**config.mk**
```make
export PLATFORM = sky130hd
export DESIGN_NAME = seq_divider4
export DESIGN_NICKNAME = d
export VERILOG_FILES = /design/src/rtl/seq_divider4.sv
export SDC_FILE = /design/constraint.sdc
export NUM_CORES = 1
export LEC_CHECK = 0
export CAP_MARGIN = 30
export CELL_PAD_IN_SITES_DETAIL_PLACEMENT = 1
export CELL_PAD_IN_SITES_GLOBAL_PLACEMENT = 1
export CORE_MARGIN = 2
export CORE_UTILIZATION = 40
export CTS_CLUSTER_DIAMETER = 60
export CTS_CLUSTER_SIZE = 25
export DETAILED_ROUTE_END_ITERATION = 12
export MAX_ROUTING_LAYER = met4
export PLACE_DENSITY_LB_ADDON = 0.05
export REMOVE_ABC_BUFFERS = 1
export SETUP_SLACK_MARGIN = 0.4
export SLEW_MARGIN = 20
export SYNTH_ARGS = -nofsm -noshare
export SYNTH_HDL_FRONTEND = slang
export SYNTH_SLANG_ARGS = --single-unit
```
**constraint.sdc**
```tcl
create_clock -name clk -period 2.45 [get_ports clk]
set_clock_uncertainty 0.1 [all_clocks]
set_input_delay 0.49 -clock clk [delete_from_list [all_inputs] [get_ports clk]]
set_output_delay 0.49 -clock clk [all_outputs]
set_load 0.01 [all_outputs]
```
**src/rtl/seq_divider4.sv**
```systemverilog
// Sequential restoring divider: one quotient bit per clock, start/done handshake.
// Optional two's-complement mode with an extra fix-up cycle: define SEQ_DIVIDER4_SIGNED_EN.
module seq_divider4 #(
  parameter int WIDTH = 4
) (
  input  logic             clk,
  input  logic             rst_n,
  input  logic             start,
  input  logic [WIDTH-1:0] dividend,
  input  logic [WIDTH-1:0] divisor,
  output logic             busy,
  output logic             done,
  output logic [WIDTH-1:0] quotient,
  output logic [WIDTH-1:0] remainder,
  output logic             div_by_zero,
  output logic [1:0]       o_dbg_state
);

  // Handshake: start is accepted only on an edge where the FSM is IDLE; operands are
  // captured on that edge. done is a single-cycle pulse and results hold until the next completion.
  localparam int CW = $clog2(WIDTH + 1);

  typedef enum logic [1:0] {
    S_IDLE = 2'd0,
    S_RUN  = 2'd1,
    S_DONE = 2'd2
`ifdef SEQ_DIVIDER4_SIGNED_EN
    , S_FIX  = 2'd3
`endif
  } state_t;

  state_t           r_state;
  state_t           w_state_next;
  logic [WIDTH-1:0] r_p;
  logic [WIDTH-1:0] r_dvd;
  logic [WIDTH-1:0] r_dvs;
  logic [CW-1:0]    r_cnt;
  logic [WIDTH-1:0] r_quotient;
  logic [WIDTH-1:0] r_remainder;
  logic             r_dbz;

  logic [WIDTH:0]   w_shift;
  logic [WIDTH:0]   w_trial;
  logic             w_fits;
  logic [WIDTH-1:0] w_p_next;
  logic [WIDTH-1:0] w_q_next;
  logic             w_last;
  logic             w_dvs_zero;
  logic [WIDTH-1:0] w_a_mag;
  logic [WIDTH-1:0] w_b_mag;

`ifdef SEQ_DIVIDER4_SIGNED_EN
  logic w_a_neg;
  logic w_b_neg;
  logic r_neg_q;
  logic r_neg_r;

  assign w_a_neg = dividend[WIDTH-1];
  assign w_b_neg = divisor[WIDTH-1];
  assign w_a_mag = w_a_neg ? -dividend : dividend;
  assign w_b_mag = w_b_neg ? -divisor : divisor;
`else
  assign w_a_mag = dividend;
  assign w_b_mag = divisor;
`endif

  // The restored remainder is always below the divisor, so P's top bit is only needed
  // transiently in the trial subtraction and is not stored.
  assign w_shift    = {r_p, r_dvd[WIDTH-1]};
  assign w_trial    = w_shift - {1'b0, r_dvs};
  assign w_fits     = ~w_trial[WIDTH];
  assign w_p_next   = w_fits ? w_trial[WIDTH-1:0] : w_shift[WIDTH-1:0];
  // Quotient bits shift into the dividend register as its bits are consumed.
  assign w_q_next   = {r_dvd[WIDTH-2:0], w_fits};
  assign w_last     = (r_cnt == CW'(1));
  assign w_dvs_zero = (divisor == '0);

  always_ff @(posedge clk or negedge rst_n) begin
    if (!rst_n) r_state <= S_IDLE;
    else        r_state <= w_state_next;
  end

  always_comb begin
    w_state_next = r_state;
    case (r_state)
      S_IDLE: if (start) w_state_next = w_dvs_zero ? S_DONE : S_RUN;
`ifdef SEQ_DIVIDER4_SIGNED_EN
      S_RUN:  if (w_last) w_state_next = S_FIX;
      S_FIX:  w_state_next = S_DONE;
`else
      S_RUN:  if (w_last) w_state_next = S_DONE;
`endif
      S_DONE: w_state_next = S_IDLE;
      default: w_state_next = S_IDLE;
    endcase
  end

  always_ff @(posedge clk or negedge rst_n) begin
    if (!rst_n) begin
      r_p         <= '0;
      r_dvd       <= '0;
      r_dvs       <= '0;
      r_cnt       <= '0;
      r_quotient  <= '0;
      r_remainder <= '0;
      r_dbz       <= 1'b0;
`ifdef SEQ_DIVIDER4_SIGNED_EN
      r_neg_q     <= 1'b0;
      r_neg_r     <= 1'b0;
`endif
    end else begin
      case (r_state)
        S_IDLE: if (start) begin
          r_dvd <= w_a_mag;
          r_dvs <= w_b_mag;
          r_p   <= '0;
          r_cnt <= CW'(WIDTH);
`ifdef SEQ_DIVIDER4_SIGNED_EN
          r_neg_q <= w_a_neg ^ w_b_neg;
          r_neg_r <= w_a_neg;
`endif
          if (w_dvs_zero) begin
            r_quotient  <= '1;
            r_remainder <= dividend;
            r_dbz       <= 1'b1;
          end else begin
            r_dbz <= 1'b0;
          end
        end
        S_RUN: begin
          r_p   <= w_p_next;
          r_dvd <= w_q_next;
          r_cnt <= r_cnt - CW'(1);
`ifndef SEQ_DIVIDER4_SIGNED_EN
          if (w_last) begin
            r_quotient  <= w_q_next;
            r_remainder <= w_p_next;
          end
`endif
        end
`ifdef SEQ_DIVIDER4_SIGNED_EN
        S_FIX: begin
          r_quotient  <= r_neg_q ? -r_dvd : r_dvd;
          r_remainder <= r_neg_r ? -r_p : r_p;
        end
`endif
        default: ;
      endcase
    end
  end

  assign busy        = (r_state == S_RUN);
  assign done        = (r_state == S_DONE);
  assign quotient    = r_quotient;
  assign remainder   = r_remainder;
  assign div_by_zero = r_dbz;
  assign o_dbg_state = r_state;

endmodule

```
# == After elaboration in Yosys (flattened, before gate mapping) ==
# Cells that the tools add are included.
# W data, S select, Z words.
# word_totals
reg_bits,26
output_inout_bits,13
# classes
n_addsub,2
reduce_logical,7
eq_ne,6
muxes,20
n_bitwise,1
# ops
cell,n
$mux W4,9
$pmux W4 S2,4
$mux W2,3
$pmux W3 S2,1
$reduce_and A2 Y1,3
$sub A5 B4 Y5,1
$logic_not A4 Y1,1
$ne A2 B2 Y1 const B,2
$pmux W2 S2,1
$reduce_and A4 Y1,1
$eq A3 B1 Y1 const B,1
$mux W3,1
$sub A3 B1 Y3 const B,1
$eq A2 B1 Y1 const B,1
$eq A2 B2 Y1 const B,1
$logic_not A2 Y1,1
$ne A2 B1 Y1 const B,1
$reduce_bool A2 Y1,1
$mux W1,1
$not A1 Y1,1

# == Depth between registers and ports, before layout ==
# Gate-level depths: netlist of run 1.
# logic_depth
word_depth,4
depth_mapped,8
mapped_depth_nobuf,8

# == Worst setup path after synthesis of run 1 ==
# No wires, ideal clock.
# synth_path
path_kind,register -> register
startpoint,reg r_dvd[3]
endpoint,"reg r_remainder[2], in the netlist remainder[2]"
stages_incl_launch_ff,9
period_less_slack_ns,2.160
arrival_time_ns,1.930
t_required_ns,2.220
slack_ns,0.290
cell_sequence,dfrtp_1 inv_1 ha_1 fa_1 nand2b_1 o2bb2ai_4 and4_4 a2111oi_2 a21oi_1
# synth_between
elab_chain_cells,4
# synth_lines
item,line,source
start: declaration,35,logic [WIDTH-1:0] r_dvd;
start signal: assignment,114,r_dvd <= w_a_mag;
start signal: assignment,132,r_dvd <= w_q_next;
$sub A5 B4 Y5,70,"assign w_trial = w_shift - {1'b0, r_dvs};"
$mux W4,72,assign w_p_next = w_fits ? w_trial[WIDTH-1:0] : w_shift[WIDTH-1:0];
$mux W4,135,if (w_last) begin
$pmux W4 S2,112,case (r_state)
end signal: assignment,124,r_remainder <= dividend;
end signal: assignment,137,r_remainder <= w_p_next;
end: declaration,39,logic [WIDTH-1:0] r_remainder;
# Every way passes these cells. The select of a mux whose other input is x is not followed.
# A chain may end at the register's enable or synchronous reset.

# == Worst setup path in the final report of run 1 ==
# layout_path
startpoint,reg r_p[0]
endpoint,reg r_p[2]
# layout_between
elab_chain_cells,3
# layout_lines
item,line,source
start: declaration,34,logic [WIDTH-1:0] r_p;
start signal: assignment,131,r_p <= w_p_next;
$sub A5 B4 Y5,70,
$mux W4,72,
$pmux W4 S2,112,
# Every way passes these cells.

==> impl_metrics.yaml, run 1 <==
pwr:
  p_per_area_mw_per_mm2: 1580
  power_mw: 3.22
  vdd_drop_max_uv: 578
  p_leak_nw: 0.906
yosys:
  ys_top_cells_by_area: "dfrtp_1 (44%), nand2_1 (5.3%), ha_1 (5.0%)"
  synthArstFlopShare: 1.00
  synthDistinctLibCells: 44
  synth_commonest_cells: "dfrtp_1 (26), nand2_1 (21), nor2_1 (16)"
  syn_avg_cell_area_um2: 9.92
  ys_warn_count: 0
  synth_edf_count: 0
  syn_area_mm2: 0.00149
  ys_ff_latch: 26
  synth_cells: 150
  yosysMostFrequentCell: "dfrtp_1"
  yosys.area.top_type_share: 0.437
  synthFlopType: "dfrtp_1"
  synth_top_area_cell: "dfrtp_1"
  ys_seq_area_frac: 0.437
cts:
  clk_path_buf_depth: 2
  cts_tree: "yes"
  clkLatencyLatePin_ns: 0.27
  cts_max_level: 1
  clkSlewWorstSetupHoldPaths_ns: 0.10
  clockRootBuffer: "clkbuf_8"
  cts.sinks: 26
  cts_buffers: 3
place:
  io_buffer_count: 23
  post-dp-hpwl_um: 2650
  gp_routability_congestion: 0.770
drt:
  drc: 0
  drt.antenna.violating_nets: 0
  vias: 1243
  routed_wl_um: 4150
  vias_per_cell: 5.22
  drt_iter0_drc: 19
  wl_per_cell_um: 17.4
  drtPass1Iterations: 6
finish:
  n_fill_cell: 413
  syn_to_final_growth_pct: 37.0
  seqCellArea_um2: 653
  layout-drive-gt1-share: 0.247
  multi_input_area_um2: 841
  n_antenna_cell: 0
  final_net_count: 209
worst_setup_path:
  reg2reg_depth: 6
  cp_cell_sequence: "inv_1, fa_2, nand2b_4, o2bb2ai_4, mux2i_1, a2111o_1"
  slowest_stage: "dfrtp_1"
  r2r-start: "r_p[0]"
  start_kind: "flip-flop"
  setup.worst_path.end_class: "flip-flop"
  worst-r2r-setup-slack_ns: 0.32
  startpoint: "r_p[0]"
  crit_fanout: 8
  cp.required_ns: 2.51
  reg2reg_to: "r_p[2]"
  max_stage_delay_ns: 0.44
  crit_type: "flip-flop to flip-flop"
  cp_data_arrival_time_ns: 2.19
sta:
  fin_crit_ns: 2.13
  maxSlewHeadroom: 0.588
  worst_pin_slew_ns: 0.618
  max_clock_freq_ghz: 0.469
  finalHoldViolCount: 0
  rsz0062_at_grt: "yes"
  setup-violations-final: 0
  drv_slew: 0
  tns_ns: 0
  fin_crit_sh: 0.870
worst_hold_path:
  min_path_type: "flip-flop to flip-flop"
  holdPathEnd: "r_cnt[1]"
  hold_path.startpoint: "r_cnt[1]"
  hold_depth: 2
run_status:
  status: "finished, final reports clean"
die:
  start_util: 0.413
  io_pins: 24
  fp.dieW_um: 65.0
  chipHeight_um: 65.0
  die_area_mm2: 0.00422
  core_area_mm2: 0.00361
  rows: 22
grt:
  gr-usage-all-layers: 0.218
  grt_max_degree: 27
  grt_pass1_vias: 1381
  grt_pass1_wl_um: 6740
  grt_overflow_total: 0
  grt_antenna_before_repair: 0
run:
  drv_cap: 0
where the power goes:
part           internal [mW]  switching [mW]  total (mW)  leakage [nW]
Clock                  0.219           0.146       0.365        0.0357
Combinational           1.01            1.04        2.05         0.562
Sequential             0.629           0.173       0.802         0.308
Total                   1.86            1.36        3.22         0.906
worst max-delay path by stage:
| stage | slack (ns) | cells after the start | end |
|---|---|---|---|
| 2_1_floorplan | 0.29 | 8 | remainder[2] |
| 3_3_place_gp | 0.21 | 8 | remainder[2] |
| 3_5_place_dp | 0.13 | 8 | remainder[2] |
| 4_1_cts | 0.39 | 7 | remainder[2] |
| 5_1_grt | 0.26 | 7 | remainder[2] |
| 6_report | 0.32 | 6 | r_p[2] |
worst max-delay path: cells and delay by family, from the launching register on:
family                     cells  cell delay (ns)
DFF                            1             0.44
AOI/OAI and AO/OA              2             0.59
and+or+nand+nor                1             0.15
buffers and inverters          1             0.11
muxes                          1             0.23
adders and majority gates      1             0.39
sequential cells by signal, indices dropped and copies added, names as in the netlist:
name,flops
remainder,4
quotient,4
r_dvd,4
r_p,4
o_dbg_state,2
r_cnt,3
r_dvs,4
div_by_zero,1
through the flow:
| step | instances | hold WS [ns] | utilization | instance area, um2 | setup WS (ns) |
|---|---|---|---|---|---|
| 3_5_place_dp | 221 | 0.388 | 0.493 | 1780 | 0.131 |
| 3_3_place_gp | 221 | 0.357 | 0.493 | 1780 | 0.215 |
| 2_1_floorplan | 145 | 0.0944 | - | 1450 | 0.287 |
| 4_1_cts | 236 | 0.416 | 0.552 | 1990 | 0.387 |
| 5_1_grt | 238 | 0.444 | 0.565 | 2040 | 0.260 |
| 6_report | 238 | 0.404 | 0.565 | 2040 | 0.318 |
logic make-up (layout without fill, tap and decap cells):
| kind of cell | after synthesis | in the layout | synth area share |
|---|---|---|---|
| AO/OA/AOI/OAI | 32 | 32 | 0.166 |
| flip-flops | 26 | 26 | 0.437 |
| AND/OR/NAND/NOR | 64 | 64 | 0.236 |
| adder cells (fa/ha/maj) | 7 | 7 | 0.0639 |
| multiplexers | 4 | 4 | 0.0269 |
| buffers and inverters | 14 | 54 | 0.0479 |
| XOR/XNOR | 3 | 3 | 0.0227 |
per-layer routing:
metal | vias up | global-route usage | share of wire
met5 | - | - | 0
met2 | 6 | 0.396 | 0.55
met1 | 641 | 0.253 | 0.43
li1 | 594 | - | -
met4 | 0 | 0.0665 | 0.0034
met3 | 2 | 0.0226 | 0.0079
final cells by class:
class,count,area share
clock buffer,3,0.0203
clock inverter,1,0.0147
inverter,9,0.0166
multi-input combinational,110,0.413
sequential,26,0.320
tap,48,0.0295
timing repair buffer,41,0.186
cells in the final DEF (no fill, tap or decap), types with 2 or more instances in the layout:
cell type,instances
o21ai_0,8
dfrtp_1,24
inv_2,2
a21oi_1,7
mux2i_1,4
clkbuf_8,3
nor2b_1,3
o21ai_1,2
buf_4,17
nor2_1,16
nor4_1,2
or3_1,3
nand2_1,21
dfrtp_2,2
inv_1,7
nand3b_1,2
clkdlybuf4s50_1,21
nand3_1,5
nand2b_4,3
ha_1,5
o211ai_1,2
repair_timing:
item | 4_1_cts | 5_1_grt
setup endpoints to repair | 11 | 13
cloned | 0 | 0
setup buffers | 11 | 2
resized for setup | 10 | 5
pin swaps | 4 | 8
hold buffers | 0 | 0
No activity file was read; power rests on OpenSTA's default activity.
==> run 2, diff against run 1 <==
--- a/config.mk
+++ b/config.mk
@@ -9,12 +9,13 @@
 export CELL_PAD_IN_SITES_DETAIL_PLACEMENT = 1
 export CELL_PAD_IN_SITES_GLOBAL_PLACEMENT = 1
 export CORE_MARGIN = 2
-export CORE_UTILIZATION = 40
+export CORE_UTILIZATION = 30
 export CTS_CLUSTER_DIAMETER = 60
 export CTS_CLUSTER_SIZE = 25
 export DETAILED_ROUTE_END_ITERATION = 12
 export MAX_ROUTING_LAYER = met4
 export PLACE_DENSITY_LB_ADDON = 0.05
+export RECOVER_POWER = 50
 export REMOVE_ABC_BUFFERS = 1
 export SETUP_SLACK_MARGIN = 0.4
 export SLEW_MARGIN = 20
==> run 2 against run 1 <==
  * Die area grew 31%
  * Fmax rose by 2.1%
  * Register-to-register slack improved by 0.04 ns
  * Via count is 4.3% lower
  * Cell area decreased by 3.0%
  * Sequential cell count stayed put
  * Critical path type unchanged
  * Largest cell class unchanged
  * Largest power group unchanged
==> impl_metrics.yaml, run 2 (synthesis results as in run 1) <==
worst_hold_path:
  min_path_type: "flip-flop to flip-flop"
sta:
  finalWorstSetupSlack_ns: 0.363
  fin_crit_sh: 0.852
  max_clock_freq_ghz: 0.479
  tns_ns: 0
  rsz0062_at_grt: "yes"
  hold_ws_ns: 0.387
  drv_slew: 0
  setup-violations-final: 0
  worst_pin_slew_ns: 0.718
  fin_crit_ns: 2.09
  finalHoldViolCount: 0
  maxSlewHeadroom: 0.522
pwr:
  intPower_mw: 1.68
  switching_share: 0.426
  p_leak_nw: 0.881
  p_per_area_mw_per_mm2: 1480
  seqPwrFrac: 0.271
  p_clk_frac: 0.083
  p_sw_mw: 1.25
  vdd_drop_max_uv: 442
  combPwrFrac: 0.646
cts:
  cts_max_level: 1
  cts_buffers: 3
  cts_tree: "yes"
  clockRootBuffer: "clkbuf_8"
  cts_hold_buf: 0
  clkLatencyLatePin_ns: 0.27
  cts.sinks: 26
  clkSlewWorstSetupHoldPaths_ns: 0.09
  clk_path_buf_depth: 2
worst_setup_path:
  crit_fanout: 6
  max_stage_delay_ns: 0.41
  slowest_stage: "dfrtp_1"
  cp.required_ns: 2.50
  cp_cell_sequence: "ha_4, fa_2, nand2b_4, o2bb2ai_4, buf_6, o211a_4, a211oi_2, a21oi_2"
  setup.worst_path.end_class: "flip-flop"
  cp_data_arrival_time_ns: 2.14
  crit_type: "flip-flop to flip-flop"
  start_kind: "flip-flop"
  worst-r2r-setup-slack_ns: 0.36
drt:
  drt_iter0_drc: 26
  drc: 0
  drt.antenna.violating_nets: 0
  wl_per_cell_um: 15.0
  vias: 1190
  drtPass1Iterations: 5
  routed_wl_um: 3790
  vias_per_cell: 4.70
place:
  gp_routability_congestion: 0.777
  dp_slack_ns: 0.119
  post-dp-hpwl_um: 2690
  io_buffer_count: 23
  placed_cells: 240
  placed_area_mm2: 0.00180
die:
  io_pins: 24
  core_area_mm2: 0.00475
  chipHeight_um: 74.4
  die_area_mm2: 0.00554
  rows: 25
  fp.dieW_um: 74.4
  start_util: 0.313
grt:
  grt_antenna_before_repair: 0
  gr-usage-all-layers: 0.158
  grt_pass1_wl_um: 6330
  grt_max_degree: 27
  grt_overflow_total: 0
  grt_pass1_vias: 1264
run_status:
  status: "finished, final reports clean"
finish:
  n_fill_cell: 575
  final_cells: 253
  layout-drive-gt1-share: 0.231
  fin_area_mm2: 0.00198
  syn_to_final_growth_pct: 32.9
  n_antenna_cell: 0
  final_common_cell: "dfrtp_1"
  final_cell_mix: "dfrtp_1 (23), nand2_1 (21), clkdlybuf4s50_1 (18), nor2_1 (15), buf_4 (13)"
  final_net_count: 206
run:
  drv_cap: 0
-- run 2: cell count changes in the layout (fill, tap and decap cells not counted), sizes merged --
cell / delta
buf: -4
clkdlybuf4s50: -3
dlygate4sd3: +3
bufinv: -1
clkbuf: +1
dlygate4sd2: -1
dlymetal6s2s: +1
-- run 2: power by group through the flow --
stage	Clock [mW]	Combinational [mW]	Sequential [mW]
after floorplan	0	1.06	0.806
after global placement	0	1.56	0.804
after detailed placement	0	1.61	0.811
after CTS	0.250	1.85	0.795
after global routing	0.277	2.10	0.825
final	0.243	1.89	0.793
-- run 2: critical path: cells and delay by family, from the launching register on --
kind	cells	cell delay [ns]
AOI/OAI and AO/OA	4	0.61
DFF	1	0.41
buffers and inverters	1	0.16
adders and majority gates	2	0.54
and+or+nand+nor	1	0.16
-- run 2: final timing paths --
| kind | endpoint | startpoint | depth (start not counted) |
|---|---|---|---|
| setup reg to reg | remainder[0] | r_dvs[0] | 8 |
| hold / removal | r_cnt[1] | r_cnt[1] | 2 |
| min in group asynchronous | r_dvs[2] | rst_n | 2 |
| setup / recovery | remainder[0] | r_dvs[0] | 8 |
| hold reg to reg | r_cnt[1] | r_cnt[1] | 2 |
| max in group asynchronous | o_dbg_state[0] | rst_n | 2 |
-- run 2: timing repair --
action / 4_1_cts / 5_1_grt
gates cloned: 0 / 0
resized for setup: 10 / 6
pin swaps: 5 / 2
hold endpoints to repair: 0 / 0
setup buffers: 8 / 2
setup endpoints to repair: 11 / 11
-- run 2: metal layers --
metal	vias up	global-route usage	part of all wire
li1	585	-	-
met1	589	0.209	0.47
met2	14	0.251	0.50
met3	2	0.0298	0.025
met4	0	0.0397	0.0061
met5	-	-	0
-- run 2: layout make-up --
class	count	area, um2	share of cell area
Clock buffer	3	41.3	0.0209
Timing Repair Buffer	38	348	0.176
Tap cell	67	83.8	0.0424
Sequential cell	26	654	0.331
Multi-Input combinational cell	110	816	0.413
Inverter	9	33.8	0.0171
-- run 2: per-stage QoR --
| stage | power, mW | utilization |
|---|---|---|
| after CTS | 2.90 | 0.411 |
| final | 2.92 | 0.416 |
| after floorplan | 1.87 | - |
| after global placement | 2.37 | 0.379 |
| after detailed placement | 2.42 | 0.379 |
| after global routing | 3.21 | 0.416 |
==> run 3, diff against run 2 <==
--- a/config.mk
+++ b/config.mk
@@ -18,7 +18,7 @@
 export RECOVER_POWER = 50
 export REMOVE_ABC_BUFFERS = 1
 export SETUP_SLACK_MARGIN = 0.4
-export SLEW_MARGIN = 20
+export SLEW_MARGIN = 10
 export SYNTH_ARGS = -nofsm -noshare
 export SYNTH_HDL_FRONTEND = slang
 export SYNTH_SLANG_ARGS = --single-unit
==> results of run 3 <==
Final layout, timing and power as in run 2 (identical DEF).
==> RTL edit 1: new RTL, settings of run 3 <==
Set the parameter `WIDTH` to 2 (it was 4).
--- a/src/rtl/seq_divider4.sv
+++ b/src/rtl/seq_divider4.sv
@@ -1,7 +1,7 @@
 // Sequential restoring divider: one quotient bit per clock, start/done handshake.
 // Optional two's-complement mode with an extra fix-up cycle: define SEQ_DIVIDER4_SIGNED_EN.
 module seq_divider4 #(
-  parameter int WIDTH = 4
+  parameter int WIDTH = 2
 ) (
   input  logic             clk,
   input  logic             rst_n,
Interface: changed (resized dividend, divisor, quotient and remainder); port bits go from 24 to 16. The function was not compared with the original's and may differ.
==> RTL edit 1 against run 3 <==
Sequential power shrank 44%. Power shrank 55%. First-iteration DRC count shrank 88%. Global-route usage shrank 1.1 points. Area after synthesis shrank 49%. Worst setup slack gained 100 ps. Design area shrank 49%. Sequential cell count shrank 11. Register-to-register slack gained 170 ps. Critical path depth shrank 6. Wire length shrank 53%. Via count shrank 50%. Fmax grew 5.2%. Critical path type is now reg -> out. Highest routed layer unchanged.
==> RTL edit 1: results (changes against run 3) <==
library cells used by synthesis 26 (-41%); dpl cell area 980 sq um (-46%); Worst EP arrival 1390 ps (-750 ps); Final nets 104 (-50%); first-pass GRT wire length 2890 um (-54%); Hold Crit Start quotient[1]; layout cells sized above 1 16.1% (-7.0 points); peak supply drop 0.512 mV (+16%); hold path cells 1 (-1); Mapped Cells 70 (-53%); gpl congestion 0.699 (-10%); initial drt markers 3 (-88%); DR vias 599 (-50%); r2r worst-path depth 7 (-1); Placed Cells 118 (-51%); drt wl/cell 14.6 um (-2.5%); H-tree lvl count 1 (unchanged); Storage cell area 377 sq um (-42%); Seq/Total Area, Yosys 49.0% (+5.3 points); GRT Overall Usage 14.7% (-1.1 points); hpwl dp 1330 um (-50%); Avg Vias per Cell 4.87 (+3.5%); I/O Buffers 15 (-35%); vias in the first global route 622 (-51%); Min Hold Slack 401 ps (+13.4 ps); Pre-antenna DRT Iters 2 (-3); most common library cells after synthesis 15 x dfrtp_1, 8 x nand2_1, 6 x inv_1; register-to-register setup slack 530 ps (+170 ps); initial antenna violation count 0 (unchanged); Fill cells 283 (-51%); Worst-Margin Slew 847 ps (+129 ps); status complete, no violations; CP max-delay cell clkdlybuf4s50_1; Worst R2R End remainder[1]; Synth area leaders dfrtp_1 49%, mux2_2 4.4%, mux2i_1 3.9%; post-placement setup slack 269 ps (+150 ps); largest net degree at the start of global routing 16 (-41%); Min-Delay Endpoint quotient[1]; Slowest Stage Delay on Critical Path 540 ps (+130 ps); worst reg2reg path startpoint r_dvd[1]; Leak 0.449 nW (-49%); Worst-Skew Late Latency between 200 and 300 ps; clock root buffer clkbuf_4; Critical Path Fanout Max 4 (-2); Largest delay share family, worst path buffers and inverters; Tcrit/Tclk final 81.0% (-4.2 points)
-- RTL edit 1: cell count changes in the layout (fill, tap and decap cells not counted), sizes merged, moves of 4 or more --
cell           before  now
nor2               17    3
ha                  6    2
nand3               6    0
a21oi               9    3
clkdlybuf4s50      18   13
o21ai              10    4
buf                14    3
nand2              23    8
dfrtp              26   15
-- RTL edit 1: worst max-delay path by stage --
stage,start,endpoint
final,o_dbg_state[0],done
after detailed placement,divisor[1],remainder[1]
after CTS,o_dbg_state[1],busy
after floorplan,r_dvd[1],remainder[0]
after global routing,r_dvd[1],remainder[1]
after global placement,divisor[1],remainder[1]
-- RTL edit 1: cell families (layout without fill, tap and decap cells) --
family                     count (synthesis)  count (layout)  synth area share [%]
and+or+nand+nor                           22              22                  16.7
AOI/OAI and AO/OA                         15              15                  14.5
DFF                                       15              15                  49.0
buffers and inverters                      8              31                  4.41
muxes                                      6               6                  8.33
adders and majority gates                  3               3                  5.88
xor gates and xnor gates                   1               1                  1.14
-- RTL edit 1: what timing repair did --
action / CTS / global route
buffers inserted: 1 / 0
endpoints found under the setup margin: 2 / 2
hold buffers: 0 / 0
gates resized for setup: 2 / 2
-- RTL edit 1: cell type report --
| type | count | area share, % |
|---|---|---|
| clock buffer | 4 | 2.58 |
| inverter | 6 | 2.21 |
| tap | 30 | 3.69 |
| timing repair buffer | 21 | 18.3 |
| sequential | 15 | 37.0 |
| multi-input combinational | 47 | 36.2 |
-- RTL edit 1: per-layer routing --
| layer | track usage [%] | vias up | wire (um) |
|---|---|---|---|
| li1 | - | 289 | - |
| met1 | 20.1 | 304 | 857 |
| met2 | 20.9 | 4 | 884 |
| met3 | 2.46 | 2 | 38 |
| met4 | 7.50 | 0 | 15 |
| met5 | - | - | 0 |
-- RTL edit 1: power breakdown --
part           switching [mW]  total, mW  internal (mW)
clock network          0.0799      0.143         0.0631
registers              0.0779      0.443          0.365
logic                   0.350      0.732          0.382
-- RTL edit 1: worst register-to-register path, cell delays in order, from the launching register on --
cell	delay, ps
dfrtp_1	380
inv_1	50
ha_1	200
fa_1	370
xnor2_1	160
buf_4	170
mux2i_2	270
a2bb2oi_1	100
==> RTL edit 2: new RTL, settings of run 3 <==
Made on the original files. Register the outputs `busy` and `done`, with the module's reset; this adds one clock of latency there. The other outputs are not delayed to match. Comments in the files are not updated.
--- a/src/rtl/seq_divider4.sv
+++ b/src/rtl/seq_divider4.sv
@@ -149,8 +149,15 @@
     end
   end
 
-  assign busy        = (r_state == S_RUN);
-  assign done        = (r_state == S_DONE);
+  always_ff @(posedge clk or negedge rst_n) begin
+    if (!rst_n) begin
+      busy <= '0;
+      done <= '0;
+    end else begin
+      busy <= (r_state == S_RUN);
+      done <= (r_state == S_DONE);
+    end
+  end
   assign quotient    = r_quotient;
   assign remainder   = r_remainder;
   assign div_by_zero = r_dbz;
Formal check against the unedited RTL: not equivalent (a bounded check fails within 4 cycles, from zero or initial values and one cycle with rst_n low).
==> RTL edit 2 against run 3 <==
Power is 2.5% higher. Area after synthesis is 1.0% lower. Worst setup slack worse by 50 ps. Wire length grew 0.55%. Design area rose by 3.0%. Sequential cell count grew 2. Critical path type unchanged.
==> RTL edit 2: results (changes against run 3) <==
Tcrit/Tclk final 87.2% (+2.1 points); WL met1 1660 um (-7.0%); largest net degree at the start of global routing 29 (+7.4%); Critical Path Fanout Max 8 (+2); Setup Buffers After CTS 6 (-2); WP buf/inv 0 (-1); drt wl/cell 15.0 um (+0.55%); peak supply drop 0.414 mV (-6.3%); net switching power 1.22 mW (-1.8%); GRT Overall Usage 16.1% (+0.24 points); Seq. pwr 840 uW (+5.9%); Slowest Stage Delay on Critical Path 430 ps (+20 ps); hpwl dp 2670 um (-0.85%); layout cells sized above 1 21.0% (-2.2 points); dpl cell area 1800 sq um (about the same); status complete, no violations; Avg Inst Size Synth 9.88 sq um (-0.34%); met2 wire length 1990 um (+5.4%); first-pass GRT wire length 6600 um (+4.3%); gpl congestion 0.807 (+3.9%); vias in the first global route 1348 (+6.6%); initial drt markers 22 (-15%); DR vias 1247 (+4.8%); hold crit path type reg -> reg; metal3 WL 119 um (+28%); Synth area leaders dfrtp_1 48%, ha_1 5.1%, nand2_1 5.1%; Pre-antenna DRT Iters 2 (-3); Leak 0.888 nW (+0.83%); most common library cells after synthesis 28 x dfrtp_1, 20 x nand2_1, 12 x o21ai_0; Seq/Total Area, Yosys 47.6% (+3.8 points); post-placement setup slack 37.3 ps (-81.5 ps); CTS resizes 14 (+4); library cells used by synthesis 41 (-6.8%)
RTL edit 2: cell types whose count changed after synthesis, moves of 2 or more:
cell | run 3 | this run
clkbuf_1 | 0 | 2
dfrtp_1 | 26 | 28
o21ai_1 | 2 | 6
nand2b_4 | 2 | 0
o21ai_0 | 8 | 12
nor3b_1 | 0 | 2
o211ai_1 | 2 | 0
o21a_1 | 0 | 3
nor3_1 | 0 | 3
nand3_1 | 5 | 3
nor2_1 | 16 | 6
a211oi_1 | 0 | 3
nand2b_1 | 1 | 3
nand2_2 | 2 | 0
RTL edit 2: metal layers:
layer	global-route usage, %	up-vias
met4	3.03	0
li1	-	592
met1	18.9	628
met3	2.71	6
met2	28.9	21
met5	-	-
RTL edit 2: worst paths after layout:
kind / start / end / slack [ps] / cells past startpoint
max in group asynchronous: rst_n / r_cnt[2] / 1090 / 2
setup / recovery: r_dvs[0] / r_p[3] / 310 / 7
min in group asynchronous: rst_n / r_p[3] / 690 / 2
setup reg to reg: r_dvs[0] / r_p[3] / 310 / 7
hold / removal: quotient[1] / quotient[1] / 370 / 2
hold reg to reg: quotient[1] / quotient[1] / 370 / 2
RTL edit 2: final cells by class:
cell class	instances	area (sq um)
fillers	550	2690
multi-input cells	105	812
flip-flops and latches	28	701
repair buffers	39	344
well taps	67	83.8
clock buffers	4	55.1
inverters	10	40.0
RTL edit 2: cell families after synthesis:
logic type               count (synthesis)  share of synthesized area, %
flip-flops                              28                          47.6
AND/OR/NAND/NOR                         51                          18.2
XOR/XNOR                                 3                          1.78
AO/OA/AOI/OAI                           38                          16.8
multiplexers                             6                          4.16
buffers and inverters                   16                          5.01
adder cells (fa/ha/maj)                  7                          6.46
RTL edit 2: worst min-delay path: stages, from the launching register on:
cell,delay (ps)
dfrtp_1,350
nand2_1,50
nand2_1,40
